===== config.mk =====
export PLATFORM = sky130hd
export DESIGN_NAME = control_unit_flat
export DESIGN_NICKNAME = d
export VERILOG_FILES = /design/src/rtl/control_unit_pkg.sv /design/src/rtl/control_unit_if.sv /design/src/rtl/control_unit_mfc_watchdog.sv /design/src/rtl/control_unit.sv /design/src/flat_wrapper.sv
export SDC_FILE = /design/constraint.sdc
export NUM_CORES = 1
export LEC_CHECK = 0
export BUFFER_PORTS_ARGS = -buffer_cell sky130_fd_sc_hd__clkbuf_2
export CORE_UTILIZATION = 34
export DETAILED_ROUTE_END_ITERATION = 8
export GPL_TIMING_DRIVEN = 0
export HOLD_SLACK_MARGIN = 0.02
export PLACE_DENSITY = 0.63
export SYNTH_ARGS = -nofsm -noshare
export SYNTH_HDL_FRONTEND = slang
export SYNTH_SLANG_ARGS = --single-unit

===== constraint.sdc =====
create_clock -name clk -period 3.3 [get_ports clk]
set_input_delay 0.99 -clock clk [delete_from_list [all_inputs] [get_ports clk]]
set_output_delay 0.99 -clock clk [all_outputs]
set_load 0.05 [all_outputs]

===== src/rtl/control_unit_pkg.sv =====
// Control unit shared types: FSM states, op field codes,
// memory direction constants and the control word bundle.
package control_unit_pkg;

  typedef enum logic [4:0] {
    S_F0, S_F1, S_F2, S_F3, S_DEC,
    S_A0, S_A1, S_A2, S_A3,
    S_L0, S_L1, S_L2, S_L3,
    S_S0, S_S1, S_S2,
    S_I0, S_I1, S_O0,
    S_HALT, S_FAULT
  } state_t;

  localparam logic [3:0] OP_LOAD  = 4'b1000;
  localparam logic [3:0] OP_STORE = 4'b1001;
  localparam logic [3:0] OP_IN    = 4'b1010;
  localparam logic [3:0] OP_OUT   = 4'b1011;
  localparam logic [3:0] OP_HALT  = 4'b1100;

  localparam logic MEM_READ  = 1'b0;
  localparam logic MEM_WRITE = 1'b1;

  typedef struct packed {
    logic [2:0] op_code;
    logic       alu_in1;
    logic       alu_in2;
    logic       alu_outlach;
    logic       alu_out_en;
    logic [3:0] g_in;
    logic [3:0] g_out;
    logic       pc_en;
    logic       pc_inc;
    logic       p0_in;
    logic       p0_out;
    logic       p1_in;
    logic       p1_out;
    logic       mem_en;
    logic       mem_rw;
    logic       mar_en;
    logic       mdr_en_write;
    logic       mdr_en_read;
    logic       mdr_out;
    logic       halted;
    logic       fault;
  } ctrl_t;

  function automatic logic [3:0] reg_sel(input logic [1:0] r);
    reg_sel = 4'b0001 << r;
  endfunction

endpackage


===== src/rtl/control_unit_if.sv =====
// Control unit to datapath bundle: instruction bus,
// memory handshake and every datapath control line.
interface control_unit_if;
  logic [15:0] bus_in;
  logic        MFC;
  logic [2:0]  opCode;
  logic        ALUin1;
  logic        ALUin2;
  logic        ALU_outlach;
  logic        ALU_outEN;
  logic [3:0]  g_in;
  logic [3:0]  g_out;
  logic        PC_EN;
  logic        pc_inc;
  logic        P0_in;
  logic        P0_out;
  logic        P1_in;
  logic        P1_out;
  logic        mem_EN;
  logic        mem_RW;
  logic        MAR_EN;
  logic        MDR_EN_write;
  logic        MDR_EN_read;
  logic        MDR_out;
  logic        halted;
  logic        fault;

  modport master (
    input  bus_in, MFC,
    output opCode, ALUin1, ALUin2, ALU_outlach, ALU_outEN,
    output g_in, g_out, PC_EN, pc_inc,
    output P0_in, P0_out, P1_in, P1_out,
    output mem_EN, mem_RW, MAR_EN,
    output MDR_EN_write, MDR_EN_read, MDR_out,
    output halted, fault
  );

  modport slave (
    output bus_in, MFC,
    input  opCode, ALUin1, ALUin2, ALU_outlach, ALU_outEN,
    input  g_in, g_out, PC_EN, pc_inc,
    input  P0_in, P0_out, P1_in, P1_out,
    input  mem_EN, mem_RW, MAR_EN,
    input  MDR_EN_write, MDR_EN_read, MDR_out,
    input  halted, fault
  );
endinterface


===== src/rtl/control_unit_mfc_watchdog.sv =====
// Memory wait watchdog: counts MFC-low cycles in a wait
// state and flags the cycle that exhausts the budget.
module mfc_watchdog #(
  parameter int TIMEOUT = 16
) (
  input  logic clk,
  input  logic rst,
  input  logic clear,
  input  logic tick,
  output logic expire
);
  localparam int W = $clog2(TIMEOUT + 1);

  logic [W-1:0] cnt;

  // restart on every wait-state entry, count stalled cycles
  always_ff @(posedge clk) begin
    if (!rst || clear) begin
      cnt <= '0;
    end else if (tick) begin
      cnt <= cnt + 1'b1;
    end
  end

  assign expire = tick && (cnt == W'(TIMEOUT - 1));
endmodule


===== src/rtl/control_unit.sv =====
// Microsequenced control unit: fetch/decode/execute FSM
// with registered control outputs and an MFC watchdog.
module control_unit
  import control_unit_pkg::*;
#(
  parameter int MFC_TIMEOUT = 16
) (
  input logic            clk,
  input logic            rst,
  control_unit_if.master bus
);
  state_t      state;
  state_t      nxt;
  logic [15:8] ir;
  logic [15:8] ir_nxt;
  logic        armed;
  logic        in_wait;
  logic        stall;
  logic        expire;
  logic [3:0]  rd_sel;
  logic [3:0]  rs_sel;
  ctrl_t       ctl;
  ctrl_t       ctl_nxt;

  assign in_wait = (state == S_F1) || (state == S_L1) ||
                   (state == S_S2);
  assign stall   = in_wait && !bus.MFC;
  assign ir_nxt  = (state == S_F3) ? bus.bus_in[15:8] : ir;
  assign rd_sel  = reg_sel(ir_nxt[11:10]);
  assign rs_sel  = reg_sel(ir_nxt[9:8]);

  mfc_watchdog #(.TIMEOUT(MFC_TIMEOUT)) u_wdog (
    .clk    (clk),
    .rst    (rst),
    .clear  (!in_wait),
    .tick   (stall),
    .expire (expire)
  );

  // next state; first cycle out of reset re-enters F0
  always_comb begin
    nxt = state;
    unique case (state)
      S_F0:  nxt = S_F1;
      S_F1:  nxt = bus.MFC ? S_F2 :
                   (expire ? S_FAULT : S_F1);
      S_F2:  nxt = S_F3;
      S_F3:  nxt = S_DEC;
      S_DEC: begin
        unique case (1'b1)
          !ir[15]:              nxt = S_A0;
          ir[15:12] == OP_LOAD:  nxt = S_L0;
          ir[15:12] == OP_STORE: nxt = S_S0;
          ir[15:12] == OP_IN:    nxt = S_I0;
          ir[15:12] == OP_OUT:   nxt = S_O0;
          ir[15:12] == OP_HALT:  nxt = S_HALT;
          default:               nxt = S_F0;
        endcase
      end
      S_A0:  nxt = S_A1;
      S_A1:  nxt = S_A2;
      S_A2:  nxt = S_A3;
      S_A3:  nxt = S_F0;
      S_L0:  nxt = S_L1;
      S_L1:  nxt = bus.MFC ? S_L2 :
                   (expire ? S_FAULT : S_L1);
      S_L2:  nxt = S_L3;
      S_L3:  nxt = S_F0;
      S_S0:  nxt = S_S1;
      S_S1:  nxt = S_S2;
      S_S2:  nxt = bus.MFC ? S_F0 :
                   (expire ? S_FAULT : S_S2);
      S_I0:  nxt = S_I1;
      S_I1:  nxt = S_F0;
      S_O0:  nxt = S_F0;
      S_HALT:  nxt = S_HALT;
      S_FAULT: nxt = S_FAULT;
      default: nxt = S_FAULT;
    endcase
    if (!armed) nxt = S_F0;
  end

  // control word of the state being entered
  always_comb begin
    ctl_nxt = '0;
    case (nxt)
      S_F0: begin
        ctl_nxt.pc_en  = 1'b1;
        ctl_nxt.mar_en = 1'b1;
        ctl_nxt.pc_inc = 1'b1;
      end
      S_F1, S_L1: begin
        ctl_nxt.mem_en = 1'b1;
        ctl_nxt.mem_rw = MEM_READ;
      end
      S_F2, S_L2: ctl_nxt.mdr_en_read = 1'b1;
      S_F3:       ctl_nxt.mdr_out = 1'b1;
      S_A0: begin
        ctl_nxt.g_out   = rd_sel;
        ctl_nxt.alu_in1 = 1'b1;
      end
      S_A1: begin
        ctl_nxt.g_out   = rs_sel;
        ctl_nxt.alu_in2 = 1'b1;
      end
      S_A2: ctl_nxt.alu_outlach = 1'b1;
      S_A3: begin
        ctl_nxt.alu_out_en = 1'b1;
        ctl_nxt.g_in       = rd_sel;
      end
      S_L0, S_S0: begin
        ctl_nxt.g_out  = rs_sel;
        ctl_nxt.mar_en = 1'b1;
      end
      S_L3: begin
        ctl_nxt.mdr_out = 1'b1;
        ctl_nxt.g_in    = rd_sel;
      end
      S_S1: begin
        ctl_nxt.g_out        = rd_sel;
        ctl_nxt.mdr_en_write = 1'b1;
      end
      S_S2: begin
        ctl_nxt.mem_en = 1'b1;
        ctl_nxt.mem_rw = MEM_WRITE;
      end
      S_I0: ctl_nxt.p1_in = 1'b1;
      S_I1: begin
        ctl_nxt.p1_out = 1'b1;
        ctl_nxt.g_in   = rd_sel;
      end
      S_O0: begin
        ctl_nxt.g_out = rd_sel;
        ctl_nxt.p0_in = 1'b1;
      end
      S_HALT: ctl_nxt.halted = 1'b1;
      S_FAULT: begin
        ctl_nxt.halted = 1'b1;
        ctl_nxt.fault  = 1'b1;
      end
      default: ctl_nxt = '0;
    endcase
    if (!ir_nxt[15] && (nxt inside
        {S_DEC, S_A0, S_A1, S_A2, S_A3})) begin
      ctl_nxt.op_code = ir_nxt[14:12];
    end
  end

  // state, instruction register and registered controls
  always_ff @(posedge clk) begin
    if (!rst) begin
      state <= S_F0;
      ir    <= '0;
      ctl   <= '0;
      armed <= 1'b0;
    end else begin
      state <= nxt;
      ir    <= ir_nxt;
      ctl   <= ctl_nxt;
      armed <= 1'b1;
    end
  end

  assign bus.opCode       = ctl.op_code;
  assign bus.ALUin1       = ctl.alu_in1;
  assign bus.ALUin2       = ctl.alu_in2;
  assign bus.ALU_outlach  = ctl.alu_outlach;
  assign bus.ALU_outEN    = ctl.alu_out_en;
  assign bus.g_in         = ctl.g_in;
  assign bus.g_out        = ctl.g_out;
  assign bus.PC_EN        = ctl.pc_en;
  assign bus.pc_inc       = ctl.pc_inc;
  assign bus.P0_in        = ctl.p0_in;
  assign bus.P0_out       = ctl.p0_out;
  assign bus.P1_in        = ctl.p1_in;
  assign bus.P1_out       = ctl.p1_out;
  assign bus.mem_EN       = ctl.mem_en;
  assign bus.mem_RW       = ctl.mem_rw;
  assign bus.MAR_EN       = ctl.mar_en;
  assign bus.MDR_EN_write = ctl.mdr_en_write;
  assign bus.MDR_EN_read  = ctl.mdr_en_read;
  assign bus.MDR_out      = ctl.mdr_out;
  assign bus.halted       = ctl.halted;
  assign bus.fault        = ctl.fault;
endmodule


===== src/flat_wrapper.sv =====
// flat-port wrapper written by rule: the top's interface ports become plain ports
module control_unit_flat import control_unit_pkg::*;
#(
  parameter int MFC_TIMEOUT = 16
)
  (clk, rst, bus_bus_in, bus_MFC, bus_opCode, bus_ALUin1, bus_ALUin2, bus_ALU_outlach, bus_ALU_outEN, bus_g_in, bus_g_out, bus_PC_EN, bus_pc_inc, bus_P0_in, bus_P0_out, bus_P1_in, bus_P1_out, bus_mem_EN, bus_mem_RW, bus_MAR_EN, bus_MDR_EN_write, bus_MDR_EN_read, bus_MDR_out, bus_halted, bus_fault);
  control_unit_if bus_i ();
  input logic clk;
  input logic rst;
  input wire logic [$bits(bus_i.bus_in)-1:0] bus_bus_in;
  input wire logic [$bits(bus_i.MFC)-1:0] bus_MFC;
  output wire logic [$bits(bus_i.opCode)-1:0] bus_opCode;
  output wire logic [$bits(bus_i.ALUin1)-1:0] bus_ALUin1;
  output wire logic [$bits(bus_i.ALUin2)-1:0] bus_ALUin2;
  output wire logic [$bits(bus_i.ALU_outlach)-1:0] bus_ALU_outlach;
  output wire logic [$bits(bus_i.ALU_outEN)-1:0] bus_ALU_outEN;
  output wire logic [$bits(bus_i.g_in)-1:0] bus_g_in;
  output wire logic [$bits(bus_i.g_out)-1:0] bus_g_out;
  output wire logic [$bits(bus_i.PC_EN)-1:0] bus_PC_EN;
  output wire logic [$bits(bus_i.pc_inc)-1:0] bus_pc_inc;
  output wire logic [$bits(bus_i.P0_in)-1:0] bus_P0_in;
  output wire logic [$bits(bus_i.P0_out)-1:0] bus_P0_out;
  output wire logic [$bits(bus_i.P1_in)-1:0] bus_P1_in;
  output wire logic [$bits(bus_i.P1_out)-1:0] bus_P1_out;
  output wire logic [$bits(bus_i.mem_EN)-1:0] bus_mem_EN;
  output wire logic [$bits(bus_i.mem_RW)-1:0] bus_mem_RW;
  output wire logic [$bits(bus_i.MAR_EN)-1:0] bus_MAR_EN;
  output wire logic [$bits(bus_i.MDR_EN_write)-1:0] bus_MDR_EN_write;
  output wire logic [$bits(bus_i.MDR_EN_read)-1:0] bus_MDR_EN_read;
  output wire logic [$bits(bus_i.MDR_out)-1:0] bus_MDR_out;
  output wire logic [$bits(bus_i.halted)-1:0] bus_halted;
  output wire logic [$bits(bus_i.fault)-1:0] bus_fault;
  assign bus_i.bus_in = bus_bus_in;
  assign bus_i.MFC = bus_MFC;
  assign bus_opCode = bus_i.opCode;
  assign bus_ALUin1 = bus_i.ALUin1;
  assign bus_ALUin2 = bus_i.ALUin2;
  assign bus_ALU_outlach = bus_i.ALU_outlach;
  assign bus_ALU_outEN = bus_i.ALU_outEN;
  assign bus_g_in = bus_i.g_in;
  assign bus_g_out = bus_i.g_out;
  assign bus_PC_EN = bus_i.PC_EN;
  assign bus_pc_inc = bus_i.pc_inc;
  assign bus_P0_in = bus_i.P0_in;
  assign bus_P0_out = bus_i.P0_out;
  assign bus_P1_in = bus_i.P1_in;
  assign bus_P1_out = bus_i.P1_out;
  assign bus_mem_EN = bus_i.mem_EN;
  assign bus_mem_RW = bus_i.mem_RW;
  assign bus_MAR_EN = bus_i.MAR_EN;
  assign bus_MDR_EN_write = bus_i.MDR_EN_write;
  assign bus_MDR_EN_read = bus_i.MDR_EN_read;
  assign bus_MDR_out = bus_i.MDR_out;
  assign bus_halted = bus_i.halted;
  assign bus_fault = bus_i.fault;
  control_unit #(.MFC_TIMEOUT(MFC_TIMEOUT)) u_core (.clk(clk), .rst(rst), .bus(bus_i));
endmodule

# --- Yosys cells after proc, flatten, opt, wreduce, memory -nomap -nowiden ---
# Index checks and enable logic that the tools add are counted.
word_totals:
  reg_bits: 47
  input_bits: 19
  output_inout_bits: 29
  word_cells: 124
op_classes:
  add_sub_neg: 1
  n_eq_ne: 45
  shift: 2
  n_mux: 27
  n_reduce_logical: 25
op_table:
  columns: ["cell", "count"]
  rows:
  - ["$eq 5x4->1 const B", 17]
  - ["$pmux 5 s17", 1]
  - ["$eq 5x5->1 const B", 9]
  - ["$eq 5x3->1 const B", 8]
  - ["$mux 5", 7]
  - ["$pmux 5 s6", 1]
  - ["$eq 4x4->1 const B", 5]
  - ["$eq 5x2->1 const B", 4]
  - ["$mux 1", 14]
  - ["$reduce_or 3->1", 4]
  - ["$eq 5x1->1 const B", 2]
  - ["$logic_not 5->1", 2]
  - ["$mux 8", 1]
  - ["$pmux 4 s2", 1]
  - ["$reduce_or 2->1", 4]
  - ["$shl 1x2->4 const A", 2]
  - ["$add 5x1->5 const B", 1]
  - ["$logic_not 1->1", 5]
  - ["$reduce_bool 5->1", 1]
  - ["$pmux 2 s2", 1]
  - ["$reduce_and 2->1", 2]
  - ["$reduce_or 4->1", 1]
  - ["$logic_and 1x1->1", 3]
  - ["$logic_or 1x1->1", 3]
  - ["$mux 2", 1]

# --- Longest topological paths before layout ---
depth:
  ltp_word: 13
  depth_mapped: 11
  depth_no_buf: 10

# --- Cells and area by module ---
# Synthesis repeated with hierarchy kept, for this count alone.
hier_totals:
  hier_cells: 254
  hier_area_um2: 2264.7
modules_own_cells:
  columns: ["mod", "n_inst", "cells_per_inst", "area_per_inst_um2", "seq_area_each_um2"]
  rows:
  - ["control_unit", 1, 229, 2019.4, 820.8]
  - ["mfc_watchdog", 1, 25, 245.2, 100.1]

# --- Worst setup path before layout ---
# Ideal clock, no wire load.
synth_timing:
  path_kind: "input to register"
  start: "input port bus_MFC"
  end: "register u_core.ctl (netlist bit u_core.bus.g_out[3])"
  setup_time_ns: 0.069
  arrival_ns: 2.763
  required_ns: 3.231
  setup_slack_ns: 0.468
  cell_stages: 7
  n_path_buf: 0
  path_cell_list: "or3b_1 > a211oi_2 > nor4_4 > nor4b_4 > a31oi_1 > or4_1 > o21ai_1"
synth_between:
  elab_chain_len: 10
  word_cells_on_any_way: 20
  classes_between: "eq/ne: 6; mux: 9; reduce/logical: 5"
synth_rtl:
  columns: ["item", "line_no", "rtl"]
  rows:
  - ["from (decl)", "flat_wrapper.sv:11", "input wire logic [$bits(bus_i.MFC)-1:0] bus_MFC;"]
  - ["$logic_not 1->1", "control_unit.sv:27", "assign stall = in_wait && !bus.MFC;"]
  - ["$logic_and 1x1->1", "control_unit.sv:27", null]
  - ["$logic_and 1x1->1", "control_unit_mfc_watchdog.sv:25", "assign expire = tick && (cnt == W'(TIMEOUT - 1));"]
  - ["$mux 5, on equally long branches", "control_unit.sv:72, control_unit.sv:46, control_unit.sv:66", null]
  - ["$mux 5, on equally long branches", "control_unit.sv:71, control_unit.sv:45, control_unit.sv:65", null]
  - ["$pmux 5 s17 *", "control_unit.sv:43", "unique case (state)"]
  - ["$mux 5 *", "control_unit.sv:80", "if (!armed) nxt = S_F0;"]
  - ["$eq 5x4->1, or another cell as far along", "control_unit.sv:86", "case (nxt)"]
  - ["$reduce_or 3->1 (no source line)", null, null]
  - ["$pmux 4 s2 *", "control_unit.sv:86", null]
  - ["to (signal assigned)", "control_unit.sv:159", "ctl <= ctl_nxt;"]
  - ["to (decl)", "control_unit.sv:22", "ctrl_t ctl;"]
# Mark *: on every way between the ends. The rest lies on a longest branch, timed or not.
# A chain may end at the register's enable or synchronous reset.

# --- Final worst setup path ---
layout_timing:
  start: "register u_core.u_wdog.cnt[0]"
  end: "register u_core.ctl (netlist bit u_core.bus.g_out[3])"
layout_between:
  elab_chain_len: 9
  word_cells_on_any_way: 19
  classes_between: "eq/ne: 7; mux: 9; reduce/logical: 3"
layout_rtl:
  columns: ["item", "line_no", "rtl"]
  rows:
  - ["from (decl)", "control_unit_mfc_watchdog.sv:14", "logic [W-1:0] cnt;"]
  - ["from (signal assigned)", "control_unit_mfc_watchdog.sv:21", "cnt <= cnt + 1'b1;"]
  - ["$eq 5x4->1 *", "control_unit_mfc_watchdog.sv:25", null]
  - ["$logic_and 1x1->1 *", "control_unit_mfc_watchdog.sv:25", null]
  - ["$mux 5, on equally long branches", "control_unit.sv:72, control_unit.sv:46, control_unit.sv:66", null]
  - ["$mux 5, on equally long branches", "control_unit.sv:71, control_unit.sv:45, control_unit.sv:65", null]
  - ["$pmux 5 s17 *", "control_unit.sv:43", null]
  - ["$mux 5 *", "control_unit.sv:80", null]
  - ["$eq 5x4->1, or another cell as far along", "control_unit.sv:86", null]
  - ["$reduce_or 3->1 (no source line)", null, null]
  - ["$pmux 4 s2 *", "control_unit.sv:86", null]
# Marks and branches as above.

==> out/metrics.json <==
{
  "outcome": "complete, no violations",
  "report.final.hold_viol_count": 0,
  "p_clk_share_pct": 36.3,
  "synth_edf_count": 0,
  "placement_rows": 29,
  "tritoncts": "done",
  "setup_viol": 0,
  "timing.reg2reg.worst_path_depth": 10,
  "m1WireLength_mm": 2.34,
  "netlist_area_um2": 2210,
  "routed-wl-met2_mm": 2.13,
  "top_layer": "met4",
  "detailedRoute.firstIterationViolations": 147,
  "fin_worst_hold_slack_ns": 0.494,
  "portion_of_total_power_attributed_to_combinational_logic_pct": 8.1,
  "yosys_register_bits": 46,
  "grt_setup_unrepaired": "false",
  "detail_route.first_pass.iterations": 4,
  "clock_tree.buffer_depth": 2,
  "critical_path_peak_fanout": 9,
  "worst_hold_path.endpoint": "u_core.u_wdog.cnt[4]",
  "root_buffer": "sky130_fd_sc_hd__clkbuf_8",
  "maxSlewViolCount": 0,
  "max_stage_delay_ns": 0.52,
  "cts.reportedPaths.clkPinSlew_ns": 0.09,
  "yosys_warnings": 0,
  "post-dp-hpwl_mm": 3.65,
  "core_area_um2": 6310,
  "syn_to_final_growth_pct": 17.3,
  "die_width_um": 82.7,
  "time_the_final_worst_path_needs_with_i_o_delays_and_setup_ns": 3.01,
  "cell_internal_pwr_mw": 0.760,
  "final_layout_size_suffix_gt1_share_pct": 23.3,
  "routabilityCongestion": 0.851,
  "setup_tns_ns": 0,
  "total_placed_instance_area_um2": 2500,
  "p_total_mw": 1.01,
  "worst_slew_margin_rel_pct": 56.9,
  "start_util_pct": 35.0,
  "worst_hold_startpoint": "u_core.u_wdog.cnt[4]",
  "grt_pass1_wl_mm": 8.11,
  "die-area_um2": 6830,
  "required_time_worst_endpoint_ns": 3.53,
  "worstReg2RegStart": "u_core.u_wdog.cnt[0]",
  "clkLatencyLatePin_ns": 0.30,
  "detail-route-antenna-nets": 0,
  "placed_cells": 361,
  "path_cells": "ha_1 -> and3_1 -> ha_1 -> or3b_1 -> a211oi_2 -> nor4_4 -> nor4b_4 -> a31oi_1 -> or4_1 -> o21ai_1",
  "power_per_cell_area_nw_per_um2": 390,
  "skew_ns": 0.00825,
  "worst_setup_path_startpoint": "u_core.u_wdog.cnt[0]",
  "net-switching-power_mw": 0.252,
  "cts_hold_buf": 0,
  "grt_remaining_overflow": 0,
  "detailroute.wirelength.met3_um": 262,
  "pwr-share-seq_pct": 55.6,
  "wirelength_mm": 4.80,
  "tightestPinTransition_ns": 0.646,
  "die_h_um": 82.7,
  "boundaryPins": 48,
  "design.final.nets": 312,
  "average_wire_per_cell_in_the_routed_design_um": 13.0,
  "cts.sinks": 46,
  "cap_viol_max_count": 0,
  "finalWorstSetupSlack_ns": 0.292,
  "synthCells": 246,
  "first_global_vias": 1644,
  "dpl_worst_slack_ns": 0.0762,
  "grt_usage_pct": 16.0,
  "cts-resized-gates": 0,
  "antenna_cells": 0,
  "synth_async_sr_flop_share_pct": 0,
  "final_util_pct": 41.1,
  "worst-endpoint-arrival_ns": 3.24,
  "worstReg2RegEnd": "u_core.bus.g_out[3]",
  "cts.repair_timing.setup_buffer_count": 0,
  "endpoint_kind": "flop",
  "grt_max_degree": 15,
  "remaining_drc_errors": 0,
  "dominantRegCellSynth": "sky130_fd_sc_hd__dfxtp_1",
  "min-delay-path-class": "reg -> reg",
  "antenna_violations_before_repair": 0,
  "rrSetupSlack_ns": 0.29,
  "synth_area_per_cell_um2": 8.99,
  "fmaxAchievable_mhz": 332,
  "netSwitchingFraction_pct": 24.9,
  "layout.cell_area.non_filler_um2": 2590,
  "ir_drop_v": 0.000185,
  "routed_via_density": 5.08,
  "start_kind": "flop",
  "postSynthNetCount": 267,
  "detailroute.via_count": 1874,
  "numCtsBuffers": 5,
  "stdcell_count": 369,
  "critical-path-slowest-cell": "sky130_fd_sc_hd__or4_1",
  "min_period_over_period_pct": 91.1,
  "critPathMostFrequentCell": "sky130_fd_sc_hd__ha_1",
  "port-buffer-count": 38,
  "synth_cell_types": 61,
  "cts.htree.levels": 2,
  "min_delay_path_depth": 2,
  "synth_sequential_area_ratio_pct": 41.6,
  "path_class": "reg -> reg",
  "cellLeakagePower_nw": 1.15
}
## critical path, delay by kind of cell (launching register included)
family | cells | cell delay [ns]
AOI/OAI and AO/OA | 3 | 0.58
DFF | 1 | 0.38
and+or+nand+nor | 5 | 1.55
adders and majority gates | 2 | 0.43
## power by group through the flow
stage | Combinational, mW | Clock, mW | Sequential (mW)
floorplan | 0.0505 | 0 | 0.585
global placement | 0.0812 | 0 | 0.576
detailed placement | 0.0819 | 0 | 0.576
CTS | 0.0822 | 0.381 | 0.563
global route | 0.0904 | 0.406 | 0.565
finish | 0.0817 | 0.368 | 0.563
## worst max-delay path by stage
stage / endpoint / slack, ns / depth (start not counted)
CTS: u_core.bus.g_out[3] / 0.29 / 10
floorplan: u_core.bus.g_out[3] / 0.47 / 7
finish: u_core.bus.g_out[3] / 0.29 / 10
detailed placement: u_core.bus.opCode[0] / 0.08 / 8
global route: u_core.bus.g_out[3] / 0.07 / 10
global placement: u_core.bus.opCode[0] / 0.06 / 8
## layout by cell type (no fill, tap or decap), types with 2 or more instances in the layout
cell                       Yosys  routed
sky130_fd_sc_hd__xnor2_1       2       2
sky130_fd_sc_hd__buf_4         3       3
sky130_fd_sc_hd__inv_1         9       9
sky130_fd_sc_hd__nand2_1      16      16
sky130_fd_sc_hd__o211a_1       2       2
sky130_fd_sc_hd__and3_1        5       5
sky130_fd_sc_hd__nand3_1       8       8
sky130_fd_sc_hd__o22ai_1       4       4
sky130_fd_sc_hd__xor2_1        4       4
sky130_fd_sc_hd__nor2b_1       6       6
sky130_fd_sc_hd__or3b_1        3       3
sky130_fd_sc_hd__or3_1         2       2
sky130_fd_sc_hd__nor3_1        9       9
sky130_fd_sc_hd__and2_1        3       3
sky130_fd_sc_hd__or2_2         2       2
sky130_fd_sc_hd__dfxtp_1      46      46
sky130_fd_sc_hd__clkbuf_1      7       8
sky130_fd_sc_hd__clkbuf_8      0       6
sky130_fd_sc_hd__o211ai_1      3       3
sky130_fd_sc_hd__clkbuf_2      0      38
sky130_fd_sc_hd__ha_1          2       2
sky130_fd_sc_hd__o21ai_1       2       2
sky130_fd_sc_hd__nor4_1        3       3
sky130_fd_sc_hd__o21ai_0       2       2
sky130_fd_sc_hd__nor2_1       34      34
sky130_fd_sc_hd__buf_2         5       5
sky130_fd_sc_hd__mux2i_1      10      10
sky130_fd_sc_hd__nand2b_1      5       5
sky130_fd_sc_hd__or2_1         3       3
sky130_fd_sc_hd__a21oi_1       6       6
sky130_fd_sc_hd__nand4b_1      2       2
sky130_fd_sc_hd__nand3b_1      3       3
sky130_fd_sc_hd__nor3b_1       4       4
sky130_fd_sc_hd__a31oi_1       2       2
## flip-flops by register name, indices dropped and copies added (netlist names), 3 cells and up
| name | cells |
|---|---|
| u_core.bus.g_in | 4 |
| u_core.state | 5 |
| u_core.bus.opCode | 3 |
| u_core.bus.g_out | 4 |
| u_core.ir | 8 |
| u_core.u_wdog.cnt | 5 |
## cell usage after synthesis, drive strengths merged (2+ instances only)
library cell | instances | area (um2)
a21oi | 6 | 30.0
a31oi | 2 | 12.5
and2 | 3 | 18.8
and3 | 5 | 31.3
buf | 9 | 58.8
clkbuf | 7 | 26.3
dfxtp | 46 | 921
ha | 2 | 25.0
inv | 9 | 33.8
mux2i | 10 | 100
nand2 | 16 | 60.1
nand2b | 5 | 31.3
nand3 | 8 | 40.0
nand3b | 3 | 22.5
nand4 | 2 | 18.8
nand4b | 2 | 17.5
nor2 | 34 | 128
nor2b | 6 | 37.5
nor3 | 9 | 45.0
nor3b | 4 | 30.0
nor4 | 4 | 40.0
nor4b | 3 | 47.5
o211a | 2 | 20.0
o211ai | 3 | 22.5
o21ai | 4 | 20.0
o22ai | 4 | 25.0
o31ai | 2 | 28.8
or2 | 5 | 31.3
or3 | 2 | 12.5
or3b | 3 | 26.3
xnor2 | 2 | 17.5
xor2 | 4 | 35.0
## final cells by class
cell class / count / area [um2]
clock inverter: 1 / 8.76
inverter: 9 / 33.8
fill: 658 / 3720
buffer: 16 / 85.1
sequential: 46 / 921
timing repair buffer: 38 / 190
multi-input combinational: 175 / 1170
clock buffer: 7 / 86.3
tap: 77 / 96.3
## layer usage
| layer | vias up | GRT usage (%) |
|---|---|---|
| li1 | 960 | - |
| met1 | 859 | 22.1 |
| met2 | 49 | 23.9 |
| met3 | 6 | 4.18 |
| met4 | 0 | 5.69 |
| met5 | - | 0 |
## cell families after synthesis
kind of cell | synth area share, %
fa+ha+maj | 1.13
xor+xnor | 2.38
compound gates | 13.8
mux | 5.03
buf+inv | 5.37
simple gates | 30.5
flops | 41.6
other cells | 0.170
Note: power is estimated with default switching activity, not from simulation.
